--- src/rtl/fifo_salida_mux_pkg.sv ---
// Shared definitions for the fifo_salida_mux block: default geometry,
// flag thresholds and a depth helper used by the top, the storage array
// and the bus interface.
package fifo_salida_mux_pkg;

    localparam int DEF_DATA_WIDTH = 8;  // matches the mux data_out width
    localparam int DEF_ADDR_WIDTH = 3;  // 8 entries
    localparam int DEF_AFULL_THR  = 6;  // almost_full when count >= this
    localparam int DEF_AEMPTY_THR = 2;  // almost_empty when count <= this

    function automatic int fifo_depth(input int addr_width);
        return 1 << addr_width;
    endfunction

endpackage

--- src/rtl/fifo_salida_mux_if.sv ---
// Bus interface for fifo_salida_mux.
//   Producer/consumer side (master): drives data_in, valid_in, pop.
//   FIFO side (slave): drives data_out, valid_out, the level flags, the
//   sticky error flags and the count debug view.
// Handshake: a word is pushed on any rising edge where valid_in is high and
// the FIFO is not full (or a pop happens on the same edge). A word is popped
// on any rising edge where pop is high and the FIFO is not empty; the popped
// word appears on data_out with valid_out high for exactly the following
// cycle. There is no back-pressure on the output side.
interface fifo_salida_mux_if
    import fifo_salida_mux_pkg::*;
#(
    parameter int DATA_WIDTH = DEF_DATA_WIDTH,
    parameter int ADDR_WIDTH = DEF_ADDR_WIDTH
);
    logic [DATA_WIDTH-1:0] data_in;
    logic                  valid_in;
    logic                  pop;
    logic [DATA_WIDTH-1:0] data_out;
    logic                  valid_out;
    logic                  full;
    logic                  empty;
    logic                  almost_full;
    logic                  almost_empty;
    logic                  overflow_err;
    logic                  underflow_err;
    logic [ADDR_WIDTH:0]   count;        // occupancy, exposed for debug/checkers

    modport master (
        output data_in, valid_in, pop,
        input  data_out, valid_out, full, empty, almost_full, almost_empty,
               overflow_err, underflow_err, count
    );

    modport slave (
        input  data_in, valid_in, pop,
        output data_out, valid_out, full, empty, almost_full, almost_empty,
               overflow_err, underflow_err, count
    );

endinterface

--- src/rtl/fifo_salida_mux_mem.sv ---
// Storage array for fifo_salida_mux: DEPTH x DATA_WIDTH registers with one
// synchronous write port and one combinational read port. Storage has no
// reset; stale words are never visible because the pointers/count gate reads.
//   clk   in  clock
//   we    in  write enable
//   waddr in  write address
//   wdata in  write data
//   raddr in  read address
//   rdata out read data (combinational from raddr)
module fifo_salida_mux_mem
    import fifo_salida_mux_pkg::*;
#(
    parameter int DATA_WIDTH = DEF_DATA_WIDTH,
    parameter int ADDR_WIDTH = DEF_ADDR_WIDTH
) (
    input  logic                  clk,
    input  logic                  we,
    input  logic [ADDR_WIDTH-1:0] waddr,
    input  logic [DATA_WIDTH-1:0] wdata,
    input  logic [ADDR_WIDTH-1:0] raddr,
    output logic [DATA_WIDTH-1:0] rdata
);
    localparam int DEPTH = fifo_depth(ADDR_WIDTH);

    logic [DATA_WIDTH-1:0] mem [DEPTH];

    always_ff @(posedge clk) begin
        if (we) begin
            mem[waddr] <= wdata;
        end
    end

    assign rdata = mem[raddr];

endmodule

--- src/rtl/fifo_salida_mux.sv ---
// Synchronous FIFO sitting behind the 2:1 mux-with-memory. Absorbs the
// mux data_out/outValid stream and lets the downstream PCIe-side stage pop
// at its own pace, with level flags for upstream flow control.
//   clk   in  single clock, all state on the rising edge
//   reset in  asynchronous active-high reset, clears all state except storage
//   bus   slave side of fifo_salida_mux_if (data/valid in, pop, registered
//         data_out/valid_out, full/empty/almost flags, sticky error flags,
//         count debug view)
module fifo_salida_mux
    import fifo_salida_mux_pkg::*;
#(
    parameter int DATA_WIDTH = DEF_DATA_WIDTH,
    parameter int ADDR_WIDTH = DEF_ADDR_WIDTH,
    parameter int AFULL_THR  = DEF_AFULL_THR,
    parameter int AEMPTY_THR = DEF_AEMPTY_THR
) (
    input logic               clk,
    input logic               reset,
    fifo_salida_mux_if.slave  bus
);
    localparam int            CW       = ADDR_WIDTH + 1;
    localparam logic [CW-1:0] DEPTH_C  = CW'(fifo_depth(ADDR_WIDTH));
    localparam logic [CW-1:0] AFULL_C  = CW'(AFULL_THR);
    localparam logic [CW-1:0] AEMPTY_C = CW'(AEMPTY_THR);

    logic [ADDR_WIDTH-1:0] wr_ptr;
    logic [ADDR_WIDTH-1:0] rd_ptr;
    logic [CW-1:0]         count;
    logic [DATA_WIDTH-1:0] rd_word;
    logic                  full_w;
    logic                  empty_w;
    logic                  push_ok;
    logic                  pop_ok;

    // Flags decode from the registered count only.
    assign full_w  = (count == DEPTH_C);
    assign empty_w = (count == '0);

    assign bus.full         = full_w;
    assign bus.empty        = empty_w;
    assign bus.almost_full  = (count >= AFULL_C);
    assign bus.almost_empty = (count <= AEMPTY_C);
    assign bus.count        = count;

    // A push into a full FIFO is accepted when a pop frees the slot on the
    // same edge; the read port sees the old word because the array write
    // only lands at the edge.
    assign push_ok = bus.valid_in && (!full_w || bus.pop);
    assign pop_ok  = bus.pop && !empty_w;

    fifo_salida_mux_mem #(
        .DATA_WIDTH (DATA_WIDTH),
        .ADDR_WIDTH (ADDR_WIDTH)
    ) u_mem (
        .clk   (clk),
        .we    (push_ok),
        .waddr (wr_ptr),
        .wdata (bus.data_in),
        .raddr (rd_ptr),
        .rdata (rd_word)
    );

    always_ff @(posedge clk or posedge reset) begin
        if (reset) begin
            wr_ptr            <= '0;
            rd_ptr            <= '0;
            count             <= '0;
            bus.data_out      <= '0;
            bus.valid_out     <= 1'b0;
            bus.overflow_err  <= 1'b0;
            bus.underflow_err <= 1'b0;
        end else begin
            if (push_ok) begin
                wr_ptr <= wr_ptr + 1'b1;
            end
            if (pop_ok) begin
                rd_ptr       <= rd_ptr + 1'b1;
                bus.data_out <= rd_word;
            end
            bus.valid_out <= pop_ok;

            case ({push_ok, pop_ok})
                2'b10:   count <= count + 1'b1;
                2'b01:   count <= count - 1'b1;
                default: count <= count;
            endcase

            // Both error flags are sticky until reset.
            if (bus.valid_in && full_w && !bus.pop) begin
                bus.overflow_err <= 1'b1;
            end
            if (bus.pop && empty_w) begin
                bus.underflow_err <= 1'b1;
            end
        end
    end

endmodule
--- src/flat_wrapper.sv ---
// flat-port wrapper written by rule: the top's interface ports become plain ports
module fifo_salida_mux_flat import fifo_salida_mux_pkg::*;
#(
    parameter int DATA_WIDTH = DEF_DATA_WIDTH,
    parameter int ADDR_WIDTH = DEF_ADDR_WIDTH,
    parameter int AFULL_THR  = DEF_AFULL_THR,
    parameter int AEMPTY_THR = DEF_AEMPTY_THR
)
  (clk, reset, bus_data_in, bus_valid_in, bus_pop, bus_data_out, bus_valid_out, bus_full, bus_empty, bus_almost_full, bus_almost_empty, bus_overflow_err, bus_underflow_err, bus_count);
  fifo_salida_mux_if #(.DATA_WIDTH(DATA_WIDTH), .ADDR_WIDTH(ADDR_WIDTH)) bus_i ();
  input logic clk;
  input logic reset;
  input wire logic [$bits(bus_i.data_in)-1:0] bus_data_in;
  input wire logic [$bits(bus_i.valid_in)-1:0] bus_valid_in;
  input wire logic [$bits(bus_i.pop)-1:0] bus_pop;
  output wire logic [$bits(bus_i.data_out)-1:0] bus_data_out;
  output wire logic [$bits(bus_i.valid_out)-1:0] bus_valid_out;
  output wire logic [$bits(bus_i.full)-1:0] bus_full;
  output wire logic [$bits(bus_i.empty)-1:0] bus_empty;
  output wire logic [$bits(bus_i.almost_full)-1:0] bus_almost_full;
  output wire logic [$bits(bus_i.almost_empty)-1:0] bus_almost_empty;
  output wire logic [$bits(bus_i.overflow_err)-1:0] bus_overflow_err;
  output wire logic [$bits(bus_i.underflow_err)-1:0] bus_underflow_err;
  output wire logic [$bits(bus_i.count)-1:0] bus_count;
  assign bus_i.data_in = bus_data_in;
  assign bus_i.valid_in = bus_valid_in;
  assign bus_i.pop = bus_pop;
  assign bus_data_out = bus_i.data_out;
  assign bus_valid_out = bus_i.valid_out;
  assign bus_full = bus_i.full;
  assign bus_empty = bus_i.empty;
  assign bus_almost_full = bus_i.almost_full;
  assign bus_almost_empty = bus_i.almost_empty;
  assign bus_overflow_err = bus_i.overflow_err;
  assign bus_underflow_err = bus_i.underflow_err;
  assign bus_count = bus_i.count;
  fifo_salida_mux #(.DATA_WIDTH(DATA_WIDTH), .ADDR_WIDTH(ADDR_WIDTH), .AFULL_THR(AFULL_THR), .AEMPTY_THR(AEMPTY_THR)) u_core (.clk(clk), .reset(reset), .bus(bus_i));
endmodule
--- config.mk ---
export PLATFORM = sky130hd
export DESIGN_NAME = fifo_salida_mux_flat
export DESIGN_NICKNAME = d
export VERILOG_FILES = /design/src/rtl/fifo_salida_mux_pkg.sv /design/src/rtl/fifo_salida_mux_if.sv /design/src/rtl/fifo_salida_mux_mem.sv /design/src/rtl/fifo_salida_mux.sv /design/src/flat_wrapper.sv
export SDC_FILE = /design/constraint.sdc
export NUM_CORES = 1
export LEC_CHECK = 0
export CAP_MARGIN = 20
export CORE_UTILIZATION = 44
export DETAILED_ROUTE_END_ITERATION = 12
export GPL_TIMING_DRIVEN = 1
export PLACE_DENSITY = 0.64
export SETUP_SLACK_MARGIN = 0.1
export SYNTH_ARGS = -nofsm -noshare
export SYNTH_HDL_FRONTEND = slang
export SYNTH_SLANG_ARGS = --single-unit
export TNS_END_PERCENT = 30
--- constraint.sdc ---
create_clock -name clk -period 5.7 [get_ports clk]
set_input_delay 0.57 -clock clk [delete_from_list [all_inputs] [get_ports clk]]
set_output_delay 0.57 -clock clk [all_outputs]
set_load 0.02 [all_outputs]
After elaboration in Yosys (flattened, before gate mapping)
Memory sizes are Yosys's and may differ from the RTL's. A register that Yosys moved wholly into a read port is not among the register bits. Cells that the tools add are included.

Add/subtract/negate cells: 4. Order comparisons: 2. Equal/unequal tests: 3. Muxes and demuxes: 3. Reduce and logical (&&, ||, !) cells: 11.

Operator list (count): $pmux 4 s2 (1); $add 3x1->3 const B (2); $logic_and 1x1->1 (5); $add 4x1->4 const B (1); $eq 4x4->1 const B (1); $ge 4x3->1 const B (1); $le 4x2->1 const B (1); $logic_not 4->1 (1); $sub 4x1->4 const B (1); $logic_not 1->1 (3); $eq 2x1->1 const B (1); $eq 2x2->1 const B (1); $mux 1 (2); $reduce_bool 2->1 (1); $logic_or 1x1->1 (1).

Register bits after elaboration: 13. Bits in writable memories: 64. Input port bits: 12. Output and inout bits: 19. Logic and storage cells: 30. Memories kept: 1.

Memory list: u_core.u_mem.mem (depth 8, bits a word 8, read ports 1, clocked after memory_dff 1, wr ports 1, RTL line fifo_salida_mux_mem.sv:25) `logic [DATA_WIDTH-1:0] mem [DEPTH];`.

Depth between registers and ports, before layout
Word-level depth: 6. Depth in mapped cells: 12. Depth with buffers taken out: 10.

By module
A second synthesis with hierarchy kept.

Cells, all modules: 187. Area total of the unflattened synthesis: 3560.9 um2.

Modules (own cells, without submodules): fifo_salida_mux_mem (times used 1, cells an instance 106, area each 2531.2 um2, seq. area each 1921.8 um2); fifo_salida_mux (times used 1, cells an instance 81, area each 1029.7 um2, seq. area each 525.5 um2).

Worst setup path after synthesis
No wires, ideal clock.

Path kind: reg2reg. Start point: register u_core.count[1] (netlist: u_core.bus.count[1]). End point: register u_core.count[2] (netlist: u_core.bus.count[2]). Setup time: 137 ps. Data arrival time: 2587 ps. Required time: 5563 ps. Setup slack: 2975 ps. Cell stages (with the launch flop): 13. Path buffers: 2. Clock period less this slack: 2725 ps. Cell sequence: dfrtp_1 buf_6 nor4_2 nand2b_1 buf_4 inv_2 ha_1 xor2_1 ha_1 a21oi_1 xor2_1 nor2_1 xor2_1.

Elaborated cells on any way between the ends: 13. Those cells by class: add/sub: 2; eq/ne: 3; mux: 1; reduce/logical: 7.

RTL lines: from (decl) (RTL line fifo_salida_mux.sv:28) `logic [CW-1:0] count;`; from (signal assigned) (RTL line fifo_salida_mux.sv:83) `2'b10: count <= count + 1'b1;`; from (signal assigned) (RTL line fifo_salida_mux.sv:84) `2'b01: count <= count - 1'b1;`; from (signal assigned) (RTL line fifo_salida_mux.sv:85) `default: count <= count;`; $logic_not 4->1 (*) (RTL line fifo_salida_mux.sv:37) `assign empty_w = (count == '0);`; named net bus_empty (RTL line flat_wrapper.sv:19) `output wire logic [$bits(bus_i.empty)-1:0] bus_empty;`; $logic_not 1->1 (*) (RTL line fifo_salida_mux.sv:49) `assign pop_ok = bus.pop && !empty_w;`; $logic_and 1x1->1 (*) (RTL line fifo_salida_mux.sv:49); named net u_core.pop_ok (RTL line fifo_salida_mux.sv:33) `logic pop_ok;`; $eq 2x1->1 / $eq 2x2->1 (equally long branches) (RTL line fifo_salida_mux.sv:82) `case ({push_ok, pop_ok})`; $pmux 4 s2 / $reduce_bool 2->1 (equally long branches).

Mark *: on every way through the listed nets, which the timed path passes. The rest lies on a longest branch. A chain may end at the register's enable or synchronous reset.

Worst setup path after layout
Start point: register u_core.count[1] (netlist: u_core.bus.count[1]). End point: register u_core.count[2] (netlist: u_core.bus.count[2]).

Elaborated cells on any way between the ends: 13. Those cells by class: add/sub: 2; eq/ne: 3; mux: 1; reduce/logical: 7.

RTL lines (RTL line): $logic_not 4->1 (*) (fifo_salida_mux.sv:37); $logic_not 1->1 (*) (fifo_salida_mux.sv:49); $logic_and 1x1->1 (*) (fifo_salida_mux.sv:49); named net u_core.pop_ok (fifo_salida_mux.sv:33); $eq 2x1->1 / $eq 2x2->1 (equally long branches) (fifo_salida_mux.sv:82); $pmux 4 s2 / $reduce_bool 2->1 (equally long branches).

Marked as above.

==> run_results.csv <==
group,metric,value,unit
placement,place_area,3880,um^2
layout,regArea,2450,um^2
clock_tree,clk_pin_slew,0.09,ns
worst_setup_path,slowest_stage,"nand2b_1",
sta,layout_min_cycle_time,2.92,ns
drt,wirelength,6.15,mm
layout,syn2layout_area_growth,16.7,%
placement,post-dp-hpwl,3.76,mm
drt,wl_met1,2.65,mm
synthesis,synthCells,219,
clock_tree,hold_buffers,0,
drt,num_vias,1864,
drt,drt_first_pass_iters,4,
sta,relSlewSlack,34.8,%
layout,nets,271,
sta,tightest_slew,0.974,ns
global_route,overflow,0,
worst_setup_path,r2r_end,"u_core.bus.count[2]$_DFFE_PP0P_",
power,p_leak,1.47,nW
global_route,grt_pass1_wl,9.84,mm
worst_setup_path,crit_start,"u_core.bus.count[1]$_DFFE_PP0P_",
sta,fin_worst_skew,0.00877,ns
floorplan,start_util,45.3,%
clock_tree,ctsHtreeMaxLevel,3,
synthesis,synth.net_count,236,
global_route,grtUsageTotal,16.7,%
synthesis,synth_area,3480,um^2
synthesis,yosysWarnings,0,
worst_setup_path,path_class,"register to register",
sta,tns,0,ns
hold_path,hold_path.class,"register to register",
worst_setup_path,cp.arrival,3.17,ns
drt,via_per_inst,5.16,
worst_setup_path,cp_cell_sequence,"nor4_2, nand2b_1, inv_2, ha_1, xor2_1, ha_1, a21oi_1, xor2_1, nor2_1, xor2_1",
drt,drtIter0Drc,103,
synthesis,synthAdderAreaFrac,1.80,%
worst_setup_path,crit_fanout,19,
placement,io_buffers,30,
synthesis,ys_seq_elements,85,
sta,hold_violations,0,
synthesis,synth_top_family_by_area,"multiplexers",
synthesis,avgSynthCellArea,15.9,um^2
synthesis,yosys-top-cells-area,"edfxtp_1, dfrtp_1, mux2_2",
clock_tree,clk_path_buf_depth,2,
layout,design_area,4060,um^2
layout,fill_cells,643,
worst_setup_path,reg2reg_from,"u_core.bus.count[1]$_DFFE_PP0P_",
synthesis,async_flop_share,24.7,%
clock_tree,cts_sinks,85,
clock_tree,cts_root_buf,"clkbuf_8",
placement,dp.cells,345,
sta,finalCritPeriodShare,51.3,%
layout,diodes,0,
synthesis,synth-xor-area-share,2.27,%
synthesis,ys_types,34,
floorplan,die_h,90.9,um
floorplan,num_rows,32,
floorplan,io_pins,31,
clock_tree,clock_latency,0.36,ns
drt,route.met3.wl,212,um
global_route,grt_pass1_vias,1837,
sta,slew_viol_final,0,
drt,drc,0,
sta,max_freq,342,MHz
layout,instances_no_fill,361,
placement,pre_cts_ws,2.62,ns
power,ir_drop,0.000221,V
placement,gp_congestion,0.724,
synthesis,synth_common_cells,"edfxtp_1, dfrtp_1, nand2_1",
synthesis,yosys.area.top_type,"edfxtp_1",
synthesis,yosysMostFrequentCell,"edfxtp_1",
floorplan,dieWidth,90.9,um
sta,fin_ws,2.78,ns
worst_setup_path,rrSetupSlack,2.78,ns
layout,multiInputGateArea,958,um^2
drt,wl_met2,3.17,mm
worst_setup_path,worst-r2r-cell-count,10,
clock_tree,cts_resized,0,
clock_tree,cts_tree,"built",
status,outcome,"finished, final reports clean",
global_route,antenna_found_initial,0,
worst_setup_path,cp.required,5.94,ns
drt,wl_per_cell,17.0,um
clock_tree,cts-buffers-inserted,9,
synthesis,synth-main-ff-cell,"edfxtp_1",
worst_setup_path,cpMostUsedCell,"xor2_1",
power,powerDensity,506,nW/um^2
synthesis,ys_seq_area_share,70.3,%
synthesis,synth_top_cell_area_share,55.2,%
layout,post_route_cells_drive_above_1_share,17.8,%
floorplan,core,7690,um^2
sta,setup_viol,0,
drt,routed.top_layer,"met4",
worst_setup_path,slowest_delay,0.65,ns
synthesis,synth_edf_count,64,
clock_tree,postCtsSetupBuffers,0,
synthesis,synth_compound_area_share,6.65,%
drt,ant_nets,0,
synthesis,muxShareOfSynthArea,10.1,%
worst_setup_path,start_kind,"register",
run,cap_violations,0,
worst_setup_path,worst_setup_path_end_kind,"register",
worst_setup_path,cp-endpoint,"u_core.bus.count[2]$_DFFE_PP0P_",
floorplan,dieArea,8270,um^2
sta,rsz0062_at_grt,"no",
synthesis,synth-simple-area-share,6.11,%
global_route,grt_max_degree,35,
area by class of cell:
cell class                 count  area share (%)
sequential                    85            60.3
multi-input combinational    121            23.6
timing repair buffer          33            7.95
clock buffer                  10            3.14
tap                          102            3.14
clock inverter                 6            1.42
inverter                       4           0.493
stage by stage:
stage          hold slack [ns]  utilization (%)  total power [mW]
2_1_floorplan            0.506                -              1.43
3_3_place_gp             0.438             50.4              1.67
3_5_place_dp             0.448             50.4              1.68
4_1_cts                  0.469             52.8              2.08
5_1_grt                  0.484             52.8              2.17
6_report                 0.462             52.8              2.06
cells by family (layout without fill, tap and decap cells):
group,after synthesis,count (layout)
compound gates,32,32
xor+xnor,9,9
fa+ha+maj,5,5
buf+inv,13,53
flops,85,85
mux,33,33
simple gates,42,42
worst max-delay path, delay by kind of cell (launching register included):
| kind | cells | cell delay (ns) |
|---|---|---|
| simple gates | 3 | 1.07 |
| compound gates | 1 | 0.14 |
| buf+inv | 1 | 0.15 |
| flops | 1 | 0.50 |
| xor+xnor | 3 | 0.45 |
| fa+ha+maj | 2 | 0.48 |
flip-flops by register name, summed over array words and instances (netlist names):
name and cells:
u_core.bus.count 4, u_core.bus.underflow_err 1, u_core.bus.data_out 8, u_core.wr_ptr 3, u_core.bus.valid_out 1, u_core.rd_ptr 3
u_core.u_mem.mem 64, u_core.bus.overflow_err 1
cell usage in the layout (no fill, tap or decap), types with 6 or more instances in the layout:
cell / n
mux2i_1: 16
clkbuf_8: 9
xnor2_1: 6
a221o_1: 8
o22ai_1: 8
edfxtp_1: 64
nor2_1: 7
nand2_1: 18
dfrtp_1: 21
mux2_2: 16
o21ai_1: 8
clkdlybuf4s50_1: 30
routing by layer:
metal,global-route usage [%],vias to the layer above
met5,0,-
met4,6.75,0
met3,5.22,9
met2,27.5,36
met1,20.5,917
li1,-,902
worst min-delay path by stage:
stage                                         start                                    to  slack [ns]  depth (start not counted)
2_1_floorplan          u_core.rd_ptr[2]$_DFFE_PP0P_          u_core.rd_ptr[2]$_DFFE_PP0P_        0.51                          1
3_3_place_gp    u_core.bus.overflow_err$_DFFE_PP0P_   u_core.bus.overflow_err$_DFFE_PP0P_        0.44                          1
3_5_place_dp   u_core.bus.underflow_err$_DFFE_PP0P_  u_core.bus.underflow_err$_DFFE_PP0P_        0.45                          1
4_1_cts        u_core.bus.underflow_err$_DFFE_PP0P_  u_core.bus.underflow_err$_DFFE_PP0P_        0.47                          1
5_1_grt         u_core.bus.overflow_err$_DFFE_PP0P_   u_core.bus.overflow_err$_DFFE_PP0P_        0.48                          1
6_report       u_core.bus.underflow_err$_DFFE_PP0P_  u_core.bus.underflow_err$_DFFE_PP0P_        0.46                          1
power by group:
group	switching, mW	internal, mW	total [mW]
registers	0.103	0.811	0.914
logic	0.394	0.350	0.744
clock network	0.228	0.171	0.399
total	0.725	1.33	2.06
(Power assumes the default switching activity.)
